<file path="config.mk">
export PLATFORM = sky130hd
export DESIGN_NAME = mux4_sel_sched
export DESIGN_NICKNAME = d
export VERILOG_FILES = /design/src/rtl/mux4_sel_sched.sv
export SDC_FILE = /design/constraint.sdc
export NUM_CORES = 1
export LEC_CHECK = 0
export ABC_AREA = 1
export BUFFER_PORTS_ARGS = -buffer_cell sky130_fd_sc_hd__buf_4
export CORE_MARGIN = 2
export CORE_UTILIZATION = 25
export DETAILED_ROUTE_END_ITERATION = 8
export GPL_ROUTABILITY_DRIVEN = 0
export PLACE_DENSITY = 0.53
export REMOVE_ABC_BUFFERS = 1
export SLEW_MARGIN = 20
export SYNTH_ARGS = -nofsm -noshare
export SYNTH_HDL_FRONTEND = slang
export SYNTH_SLANG_ARGS = --single-unit
</file>
<file path="constraint.sdc">
create_clock -name clk -period 1.62 [get_ports clk]
set_input_delay 0.162 -clock clk [delete_from_list [all_inputs] [get_ports clk]]
set_output_delay 0.162 -clock clk [all_outputs]
set_load 0.01 [all_outputs]
</file>
<file path="src/rtl/mux4_sel_sched.sv">
// Round-robin select sequencer feeding the 4:1 mux select lines.
// Optional burst holding enabled by SCHED_BURST_EN (else burst = 1).
module mux4_sel_sched #(
  parameter int BURST = 4
) (
  input  logic       clk,
  input  logic       rst_n,
  input  logic [3:0] req,
  input  logic       ready,
  output logic       s1,
  output logic       s0,
  output logic [3:0] grant,
  output logic       valid,
  output logic       last
);

  typedef enum logic {
    IDLE  = 1'b0,
    GRANT = 1'b1
  } state_t;

  if (BURST < 1 || BURST > 16) begin : g_burst_range
    $error("BURST must be within 1..16");
  end

  state_t     state_q;
  state_t     state_d;
  logic [1:0] sel_q;
  logic [1:0] sel_d;
  logic [1:0] ptr_q;
  logic [1:0] ptr_d;
  logic [3:0] grant_q;
  logic       valid_q;
  logic       hit;
  logic       xfer;
  logic       rel;

`ifdef SCHED_BURST_EN
  localparam int CW = (BURST > 1) ? $clog2(BURST) : 1;
  logic [CW-1:0] cnt_q;
  logic [CW-1:0] cnt_d;
`endif

  // Closest requester after base wins; base itself is checked last.
  function automatic logic [1:0] pick(
    input logic [3:0] r,
    input logic [1:0] base
  );
    logic [1:0] idx;
    pick = base;
    for (int i = 4; i >= 1; i--) begin
      idx = base + 2'(i);
      if (r[idx]) pick = idx;
    end
  endfunction

  assign hit  = req[sel_q];
  assign xfer = valid_q & ready & hit;

  // Final beat of a burst; valid is cleared by reset so last is low there.
`ifdef SCHED_BURST_EN
  assign last = xfer & (cnt_q == CW'(BURST - 1));
`else
  assign last = xfer;
`endif

  assign rel = (state_q == GRANT) & (last | ~hit);

  // Next-state: grant on request, release on burst end or withdrawal.
  always_comb begin
    state_d = state_q;
    sel_d   = sel_q;
    ptr_d   = ptr_q;
`ifdef SCHED_BURST_EN
    cnt_d   = cnt_q;
`endif
    unique case (state_q)
      IDLE: begin
        if (|req) begin
          state_d = GRANT;
          sel_d   = pick(req, ptr_q);
`ifdef SCHED_BURST_EN
          cnt_d   = '0;
`endif
        end
      end
      GRANT: begin
        if (rel) begin
          ptr_d = sel_q;
          if (|req) begin
            sel_d = pick(req, sel_q);
`ifdef SCHED_BURST_EN
            cnt_d = '0;
`endif
          end else begin
            state_d = IDLE;
          end
        end else if (xfer) begin
`ifdef SCHED_BURST_EN
          cnt_d = cnt_q + 1'b1;
`endif
        end
      end
      default: state_d = IDLE;
    endcase
  end

  // State, select and registered grant/valid for glitch-free mux control.
  always_ff @(posedge clk or negedge rst_n) begin
    if (!rst_n) begin
      state_q <= IDLE;
      sel_q   <= 2'b00;
      ptr_q   <= 2'b11;
      grant_q <= 4'b0000;
      valid_q <= 1'b0;
    end else begin
      state_q <= state_d;
      sel_q   <= sel_d;
      ptr_q   <= ptr_d;
      valid_q <= (state_d == GRANT);
      grant_q <= (state_d == GRANT) ? (4'b0001 << sel_d) : 4'b0000;
    end
  end

`ifdef SCHED_BURST_EN
  // Beat counter within the current burst.
  always_ff @(posedge clk or negedge rst_n) begin
    if (!rst_n) cnt_q <= '0;
    else        cnt_q <= cnt_d;
  end
`endif

  assign s1    = sel_q[1];
  assign s0    = sel_q[0];
  assign grant = grant_q;
  assign valid = valid_q;

endmodule

</file>
[Word-level counts from Yosys, hierarchy flattened]
Cells that the tools add are included.
W data, S select, Z words.
Storage, ports and cells
  output and inout port bits: 8
  input port bits: 7
  register bits: 9
Operators by class
  bitwise operators: 6
  reduce and logical (&&, ||, !) cells: 2
  muxes and demuxes: 28
  shifts and indexed selects: 1
  order comparisons: 7
  $add $sub $neg: 6
Operators by type and width (count)
  $lt A2 B3 Y1 const B: 7
  $mux W2: 9
  $bmux W1 S2: 7
  $mux W1: 9
  $add A2 B2 Y2 const B: 4
  $add A2 B1 Y2 const B: 2
  $mux W4: 1
  $pmux W2 S2: 1
  $reduce_or A4 Y1: 1
  $shl A1 B2 Y4 const A: 1
  $and A1 B1 Y1: 3
  $not A1 Y1: 2
  $pmux W1 S2: 1
  $reduce_and A2 Y1: 1
  $or A1 B1 Y1: 1

[Longest topological paths before layout]
Gate-level depths: netlist of run 1.
  depth after elaboration: 11
  mapped depth: 14

[Worst setup path after synthesis of run 1]
Ideal clock, no wire load.
  kind: register to register
  start point: register ptr_q[0]
  end point: register grant_q[0] (netlist: grant[0])
  setup time: 0.117 ns
  stages on the path, launching flop included: 13
  arrival time: 1.318 ns
  period minus slack after synthesis: 1.436 ns
  slack: 0.184 ns
  required time: 1.503 ns
  cells stage by stage: dfstp_2 -> buf_6 -> nand2_1 -> o21ai_1 -> nand2_1 -> nand2_1 -> inv_1 -> nand3_1 -> nand3_1 -> nand2_2 -> nand2_2 -> nand2_2 -> nor2_1
Between the ends
  cells in the longest elaborated chain, start to end: 10
  elaborated cells on any way between the ends: 16
  classes of those cells: add/sub (3); shift (1); mux (12)
RTL lines
  from (decl): line 30  | logic [1:0] ptr_q;
  from (signal assigned): line 119  | ptr_q <= ptr_d;
  $add A2 B2 Y2: line 52  | idx = base + 2'(i);
  $bmux W1 S2: line 53  | if (r[idx]) pick = idx;
  $mux W1 (implied by the code): line 53
  $mux W2 (2 in series): line 53
  $mux W2 *: line 53
  $mux W2 *: line 79  | if (|req) begin
  $pmux W2 S2 *: line 77  | unique case (state_q)
  $shl A1 B2 Y4 *: line 121  | grant_q <= (state_d == GRANT) ? (4'b0001 << sel_d) : 4'b0000;
  $mux W4 *: line 121
  to (signal assigned): line 121
  to (decl): line 32  | logic [3:0] grant_q;
Every way passes the cells marked *; elsewhere a longest branch is shown, timed or not. The select of a mux whose other input is x is not followed.
A chain may end at the register's enable or synchronous reset.

[Worst setup path in the final report of run 1]
  start point: register ptr_q[0]
  end point: register grant_q[2] (netlist: grant[2])
Same word-level chain as after synthesis.

==> results.json, run 1 <==
{
  "status": "completed",
  "drtIter0Drc": 33,
  "clk_latency_ns": 0.26,
  "antenna_found_initial": 0,
  "fin_skew_ns": 0.00282,
  "grt_pass1_wl_um": 3380,
  "cts_tree": "done",
  "syn_area_sq_um": 801,
  "path_class": "flip-flop to flip-flop",
  "die-area_sq_um": 3670,
  "cp-start-kind": "flip-flop",
  "cts_num_sinks": 9,
  "wl_met3_um": 34,
  "worst_slack_ns": 0.0106,
  "clk_path_buf_depth": 2,
  "cts-htree-levels": 1,
  "root_buffer": "clkbuf_4",
  "synth_cells": 131,
  "worstMarginPinSlew_ns": 0.332,
  "cts.clk_slew.worst_paths_ns": 0.06,
  "wl_um": 1950,
  "io_pins": 15,
  "grt_use_total_pct": 12.3,
  "insertedDiodeCount": 0,
  "grt_max_degree": 11,
  "layout.nets": 163,
  "yosysMostFrequentCell": "nand2_1",
  "wl_met2_um": 990,
  "placementRows": 20,
  "p_leak_nw": 0.605,
  "synth_top_area_share_pct": 30.0,
  "cts_made_buffers": 3,
  "grt_pass1_vias": 759,
  "core_sq_um": 3050,
  "drtPass1Iterations": 5,
  "synth_edf_count": 0,
  "drtAntennaViolNets": 0,
  "whs_ns": 0.240,
  "synth_cell_type_count": 16,
  "synth_seq_area_share_pct": 28.4,
  "clock.fmax_mhz": 621,
  "worstSetupEndpointType": "flip-flop",
  "synth_warnings": 0,
  "min_period_ns": 1.61,
  "worstHoldPathType": "primary input to flip-flop",
  "routed.top_layer": "met4",
  "io_buffer_count": 14,
  "synth_area_leaders": "nand2_1, dfrtp_1, nand3_1",
  "start_util_pct": 26.2,
  "viasPerCell": 4.20,
  "finalCritPeriodShare_pct": 99.3,
  "avgRoutedWirePerCell_um": 9.82,
  "flow.area_growth_from_synthesis_pct": 34.2,
  "avgSynthCellArea_sq_um": 6.11,
  "worstPathRequired_ns": 1.77,
  "setup_viol": 0,
  "fillers": 348,
  "final_hold_viol_count": 0,
  "hpwl_um": 1530,
  "remaining_drc_errors": 0,
  "yosys.area.top_type": "nand2_1",
  "drv_cap": 0,
  "post-place-ws_ns": -0.00556,
  "async_reset_ff_share_pct": 100,
  "rsz0062_at_grt": "yes",
  "synthTopCellsByCount": "nand2_1, inv_1, nand3_1",
  "ys_seq_elements": 9,
  "cellPowerDensity_nw_per_um2": 2050,
  "die_h_um": 60.6,
  "relSlewSlack_pct": 77.7,
  "vias": 835,
  "post-route-util_pct": 35.2,
  "drive_gt1_share_pct": 39.4,
  "cp_max_fo": 6,
  "vdd_drop_max_uv": 538,
  "overflow": 0,
  "yosys_most_used_dff": "dfrtp_1",
  "wl_met1_um": 899,
  "final-max-slew-violation-count": 0,
  "fp.dieW_um": 60.6,
  "worstPathArrival_ns": 1.76
}
[report_power, final]
part	switching, W	internal [W]
registers	0.0000962	0.000347
clock network	0.0000815	0.0000951
logic	0.000932	0.000652
[routing by layer]
layer,global-route usage [%],up-vias
li1,-,455
met1,16.2,367
met2,19.4,9
met3,3.84,4
met4,3.73,0
met5,0,-
[per-stage QoR]
stage	TNS, ns	area, sq um	total power (W)	cells
finish	0	1070	0.00220	199
global route	-0.388	1070	0.00247	199
CTS	0	1020	0.00206	198
detailed placement	-0.0156	968	0.00184	191
global placement	0	968	0.00182	191
floorplan	0	778	0.00144	129
[final cells by class]
cell class                      count  area [sq um]  area share [%]
Timing Repair Buffer               22           175            16.3
Clock buffer                        4          26.3            2.44
Sequential cell                     9           229            21.3
Multi-Input combinational cell    104           529            49.2
Tap cell                           44          55.1            5.12
Inverter                           16          60.1            5.59
[cells by family after synthesis]
group	synth area share, %
AND/OR/NAND/NOR	54.4
buffers and inverters	10.3
flip-flops	28.4
AO/OA/AOI/OAI	6.88
[state kept, by name, indices dropped and copies added (netlist names)]
name and count:
ptr_q 2, sel_q 2, grant 4, valid 1
[final timing paths]
kind / from / to / slack (ns) / depth (start not counted)
setup / recovery: ptr_q[0]$_DFFE_PN1P_ / grant[2]$_DFF_PN0_ / 0.01 / 12
hold / removal: req[3] / valid$_DFF_PN0_ / 0.24 / 3
setup reg to reg: ptr_q[0]$_DFFE_PN1P_ / grant[2]$_DFF_PN0_ / 0.01 / 12
hold reg to reg: ptr_q[1]$_DFFE_PN1P_ / ptr_q[1]$_DFFE_PN1P_ / 0.65 / 3
max in group asynchronous: rst_n / ptr_q[0]$_DFFE_PN1P_ / 1.15 / 2
min in group asynchronous: rst_n / grant[3]$_DFF_PN0_ / 0.25 / 2
[layout by cell type (no fill, tap or decap)]
cell           count
o21ai_2            3
o21ai_0            4
nand2_1           56
clkbuf_4           3
dfstp_2            2
nor2_2             1
nand3_2            7
inv_1             10
buf_4             19
buf_6              2
inv_2              6
clkbuf_1           1
dfrtp_2            1
nor2_1             6
nor4_4             1
nand3_1            8
dlygate4sd3_1      1
o21ai_1            1
nand2_2           16
dfrtp_1            6
o21bai_1           1
[worst max-delay path: stages (launching register included)]
cell,delay [ns]
dfstp_2,0.60
buf_4,0.13
nand2_1,0.05
nand2_2,0.08
nand2_1,0.09
nand2_1,0.08
inv_1,0.06
nand3_1,0.09
nand3_2,0.08
nand2_2,0.09
nand2_2,0.06
nand2_2,0.06
nor2_1,0.04
[repair_timing]
action / in CTS / in global routing
pin swaps: 0 / 7
hold endpoints to repair: 9 / 0
buffers inserted: 2 / 1
hold buffers: 1 / 0
endpoints found under the setup margin: 4 / 6
resized for setup: 0 / 17
(Power assumes the default switching activity.)
==> run 2, diff against run 1 <==
--- a/config.mk
+++ b/config.mk
@@ -13,6 +13,7 @@
 export GPL_ROUTABILITY_DRIVEN = 0
 export PLACE_DENSITY = 0.53
 export REMOVE_ABC_BUFFERS = 1
+export SETUP_SLACK_MARGIN = 0.1
 export SLEW_MARGIN = 20
 export SYNTH_ARGS = -nofsm -noshare
 export SYNTH_HDL_FRONTEND = slang
==> run 2 against run 1 <==
Against the previous run:
- the run now ends with negative setup slack left
- die area did not move
- power increased by 3.2%
- sequential share of layout area is 0.35 points lower
- final cell count is 0.50% higher
- non-clock buffer count is 1 higher
- critical endpoint unchanged
- largest power group unchanged
- highest routed layer unchanged
==> results.json, run 2 (synthesized netlist as in run 1, its figures left out) <==
{
  "status": "finished, violations left",
  "violations": "negative setup slack",
  "cp_max_fo": 6,
  "clk_latency_ns": 0.26,
  "drv_cap": 0,
  "placementRows": 20,
  "drtAntennaViolNets": 0,
  "layout.nets": 164,
  "grt_max_degree": 11,
  "p_clk_share_pct": 7.7,
  "wl_um": 2000,
  "remaining_drc_errors": 0,
  "wl_met1_um": 915,
  "cts_made_buffers": 3,
  "die-area_sq_um": 3670,
  "combinationalPowerShare_pct": 71.9,
  "worstMarginPinSlew_ns": 0.331,
  "min_from": "req[0]",
  "cts.clk_slew.worst_paths_ns": 0.06,
  "avgRoutedWirePerCell_um": 9.98,
  "relSlewSlack_pct": 77.8,
  "cellPowerDensity_nw_per_um2": 2070,
  "final_cell_count_no_fill": 200,
  "seq_power_share_pct": 20.4,
  "core_sq_um": 3050,
  "path_class": "flip-flop to flip-flop",
  "drtIter0Drc": 39,
  "numPlacedInstances": 191,
  "grt_pass1_vias": 757,
  "layout_common_cells": "nand2_1, buf_4, nand2_2",
  "worstPathArrival_ns": 1.78,
  "io_buffer_count": 14,
  "grt_pass1_wl_um": 3380,
  "r2r-start": "ptr_q[0]$_DFFE_PN1P_",
  "cp-start-kind": "flip-flop",
  "worstHoldPathType": "primary input to flip-flop",
  "io_pins": 15,
  "viasPerCell": 4.23,
  "drtPass1Iterations": 4,
  "whs_ns": 0.241,
  "fin_skew_ns": 0.00337,
  "p_leak_nw": 0.612,
  "root_buffer": "clkbuf_4",
  "final-max-slew-violation-count": 0,
  "critPathLaunch": "ptr_q[0]$_DFFE_PN1P_",
  "hpwl_um": 1530,
  "register_area_sq_um": 230,
  "setup_viol": 1,
  "cts_num_sinks": 9,
  "wl_met3_um": 37,
  "insertedDiodeCount": 0,
  "layout_commonest_cell": "nand2_1",
  "clock.fmax_mhz": 616,
  "antenna_found_initial": 0,
  "die_h_um": 60.6,
  "min_period_ns": 1.62,
  "rsz0062_at_grt": "yes",
  "wl_met2_um": 1000,
  "worstSetupEndpointType": "flip-flop",
  "multi_input_area_sq_um": 532,
  "start_util_pct": 26.2,
  "worst_slack_ns": -0.00337,
  "cts-htree-levels": 1,
  "largest_register_ffs": 4,
  "drive_gt1_share_pct": 41.0,
  "intPower_w": 0.00114,
  "flow.area_growth_from_synthesis_pct": 37.2,
  "overflow": 0,
  "vdd_drop_max_uv": 548,
  "worstPathRequired_ns": 1.77,
  "clk_path_buf_depth": 2,
  "grt_use_total_pct": 12.3,
  "final_hold_viol_count": 0,
  "p_sw_w": 0.00114,
  "finalCritPeriodShare_pct": 100,
  "switching_share_pct": 50.0,
  "vias": 846,
  "fp.dieW_um": 60.6,
  "routed.top_layer": "met4",
  "cts_tree": "done",
  "fillers": 348
}
-- run 2: changes by cell type in the layout (fill, tap and decap cells not counted), sizes merged --
cell and delta:
clkinv +1, buf +1, inv -1
-- run 2: final cells by class --
type	instances	area share [%]
Inverter	16	5.92
Clock buffer	4	2.39
Multi-Input combinational cell	104	48.4
Tap cell	44	5.01
Timing Repair Buffer	23	17.3
Sequential cell	9	21.0
-- run 2: metrics by stage --
step	utilization [%]	power, W	worst slack, ns	area (sq um)	setup TNS, ns
after floorplan	-	0.00144	0.0421	778	0
after global placement	31.7	0.00182	0.0257	968	0
after detailed placement	31.7	0.00184	-0.00556	968	-0.0156
after CTS	33.6	0.00207	0.0440	1020	0
after global routing	36.0	0.00254	-0.121	1100	-0.478
final	36.0	0.00228	-0.00337	1100	-0.00337
-- run 2: final timing paths --
check	end	slack [ns]	cells after the start
min in group asynchronous	grant[3]$_DFF_PN0_	0.25	2
hold reg to reg	ptr_q[0]$_DFFE_PN1P_	0.64	2
setup / recovery	grant[2]$_DFF_PN0_	-0.003	13
hold / removal	valid$_DFF_PN0_	0.24	3
setup reg to reg	grant[2]$_DFF_PN0_	-0.003	13
max in group asynchronous	ptr_q[0]$_DFFE_PN1P_	1.15	2
-- run 2: per-layer routing --
layer  GRT usage (%)  vias up
li1                -      458
met1            16.2      372
met2            19.4       10
met3            3.84        6
met4            3.73        0
met5               0        -
-- run 2: power groups by stage --
stage          Sequential, W  Clock [W]  Combinational (W)
2_1_floorplan       0.000500          0           0.000940
3_3_place_gp        0.000445          0            0.00138
3_5_place_dp        0.000447          0            0.00139
4_1_cts             0.000437   0.000184            0.00145
5_1_grt             0.000477   0.000195            0.00187
6_report            0.000464   0.000176            0.00164
-- run 2: what timing repair did --
action / 4_1_cts / 5_1_grt
resized for setup: 2 / 23
cloned: 0 / 1
hold buffers: 1 / 0
buffers inserted: 2 / 1
endpoints found under the hold margin: 9 / 0
setup endpoints to repair: 6 / 7
pin swaps: 0 / 8
-- run 2: critical path: stages, from the launching register on --
cell and delay (ns):
dfstp_2 0.60, inv_2 0.09, nand2_1 0.08, nand2_2 0.06, nand2_1 0.10, nand2_1 0.06
inv_1 0.10, nand2_2 0.06, nand2_2 0.06, nand3_2 0.06, nand2_2 0.09, nand2_2 0.06
nand2_2 0.06, nor2_1 0.04
==> run 3, diff against run 2 <==
==> constraint.sdc (replaced) <==
create_clock -name clk -period 1.6 [get_ports clk]
set_input_delay 0.16 -clock clk [delete_from_list [all_inputs] [get_ports clk]]
set_output_delay 0.16 -clock clk [all_outputs]
set_load 0.01 [all_outputs]
==> run 3 against run 2 <==
Against the previous run:
- the flow still finishes with violations (negative setup slack)
- clock skew decreased by 0.0026 ns
- clock power about the same
- worst hold slack improved by 0.0012 ns
- sequential power about the same
- register-to-register slack got worse by 0.02 ns
- largest cell class unchanged
- highest routed layer unchanged
==> results.json, run 3 (synthesized netlist as in run 1, its figures left out) <==
{
  "remaining_drc_errors": 0,
  "layout.nets": 167,
  "insertedDiodeCount": 0,
  "status": "finished, violations left",
  "drtIter0Drc": 49,
  "whs_ns": 0.242,
  "final-max-slew-violation-count": 0,
  "violations": "negative setup slack",
  "rsz0062_at_grt": "yes",
  "layout_commonest_cell": "nand2_1",
  "grt_pass1_wl_um": 3620,
  "drtPass1Iterations": 4,
  "cp-start-kind": "flip-flop",
  "avgRoutedWirePerCell_um": 10.5,
  "cts-htree-levels": 1,
  "io_buffer_count": 14,
  "antenna_found_initial": 0,
  "clk_latency_ns": 0.25,
  "grt_max_degree": 11,
  "cp_max_fo": 6,
  "cts.clk_slew.worst_paths_ns": 0.06,
  "p_leak_nw": 0.631,
  "min_period_ns": 1.63,
  "cellPowerDensity_nw_per_um2": 2130,
  "post-route-util_pct": 37.0,
  "cts_tree": "done",
  "wl_um": 2130,
  "vias": 887,
  "wl_met1_um": 914,
  "cts_num_sinks": 9,
  "finalCritPeriodShare_pct": 102,
  "placementRows": 20,
  "drv_cap": 0,
  "grt_use_total_pct": 12.8,
  "tns_ns": -0.0508,
  "root_buffer": "clkbuf_4",
  "vdd_drop_max_uv": 661,
  "worstSetupEndpointType": "flip-flop",
  "fin_skew_ns": 0.000721,
  "die_h_um": 60.6,
  "routed.top_layer": "met4",
  "power_w": 0.00240,
  "wl_met3_um": 32,
  "hpwl_um": 1600,
  "drive_gt1_share_pct": 42.1,
  "core_sq_um": 3050,
  "worst_slack_ns": -0.0267,
  "start_util_pct": 26.2,
  "worstPathArrival_ns": 1.78,
  "viasPerCell": 4.37,
  "drtAntennaViolNets": 0,
  "post-place-ws_ns": -0.000491,
  "relSlewSlack_pct": 79.4,
  "io_pins": 15,
  "clock.fmax_mhz": 615,
  "overflow": 0,
  "grt_pass1_vias": 798,
  "worstPathRequired_ns": 1.75,
  "wl_met2_um": 1130,
  "layout_common_cells": "nand2_1, buf_4, nand2_2",
  "die-area_sq_um": 3670,
  "final_hold_viol_count": 0,
  "worstHoldPathType": "primary input to flip-flop",
  "clk_path_buf_depth": 2,
  "largest_register_ffs": 4,
  "setup_viol": 3,
  "worstMarginPinSlew_ns": 0.309,
  "cts_made_buffers": 3,
  "fp.dieW_um": 60.6,
  "path_class": "flip-flop to flip-flop",
  "flow.area_growth_from_synthesis_pct": 40.9
}
[run 3: path summary, 6_finish.rpt]
check / from / endpoint / slack, ns / depth (start not counted)
min in group asynchronous: rst_n / sel_q[1]$_DFF_PN0_ / 0.26 / 2
hold / removal: req[3] / valid$_DFF_PN0_ / 0.24 / 3
max in group asynchronous: rst_n / ptr_q[0]$_DFFE_PN1P_ / 1.13 / 2
setup / recovery: ptr_q[0]$_DFFE_PN1P_ / grant[0]$_DFF_PN0_ / -0.03 / 10
setup reg to reg: ptr_q[0]$_DFFE_PN1P_ / grant[0]$_DFF_PN0_ / -0.03 / 10
hold reg to reg: ptr_q[1]$_DFFE_PN1P_ / ptr_q[1]$_DFFE_PN1P_ / 0.64 / 3
[run 3: layout make-up]
class                      count  area, sq um
clock buffer                   4         26.3
fill                         344         1920
inverter                      16         65.1
multi-input combinational    104          536
sequential                     9          229
tap                           44         55.1
timing repair buffer          26          218
[run 3: power by group]
| part | leakage [nW] | switching (W) | internal, W |
|---|---|---|---|
| logic | 0.512 | 0.000997 | 0.000769 |
| clock network | 0.0150 | 0.0000785 | 0.0000961 |
| registers | 0.104 | 0.000112 | 0.000351 |
| total | 0.631 | 0.00119 | 0.00122 |
[run 3: worst max-delay path, stage by stage (launching register included)]
cell,delay [ns]
dfstp_2,0.61
buf_4,0.15
o21ai_2,0.06
nand2_1,0.08
o21ai_0,0.08
o21bai_1,0.14
nand3_1,0.12
nand2_1,0.08
nand2_1,0.06
nand2_2,0.07
nor2_1,0.05
[run 3: repair_timing]
| item | in CTS | in global routing |
|---|---|---|
| endpoints found under the setup margin | 6 | 7 |
| cloned | 0 | 0 |
| hold buffers | 1 | 0 |
| setup buffers | 2 | 5 |
| resized for setup | 9 | 13 |
| hold endpoints to repair | 9 | 0 |
| pin swaps | 2 | 13 |
[run 3: per-layer routing]
layer,vias to the layer above,track usage [%]
met4,0,2.17
met1,412,16.4
met3,4,2.56
met2,10,22.4
li1,461,-
met5,-,0
[run 3: per-stage QoR]
| step | area (sq um) | cells |
|---|---|---|
| finish | 1130 | 203 |
| global route | 1130 | 203 |
| CTS | 1060 | 198 |
| detailed placement | 981 | 191 |
| global placement | 981 | 191 |
| floorplan | 778 | 129 |
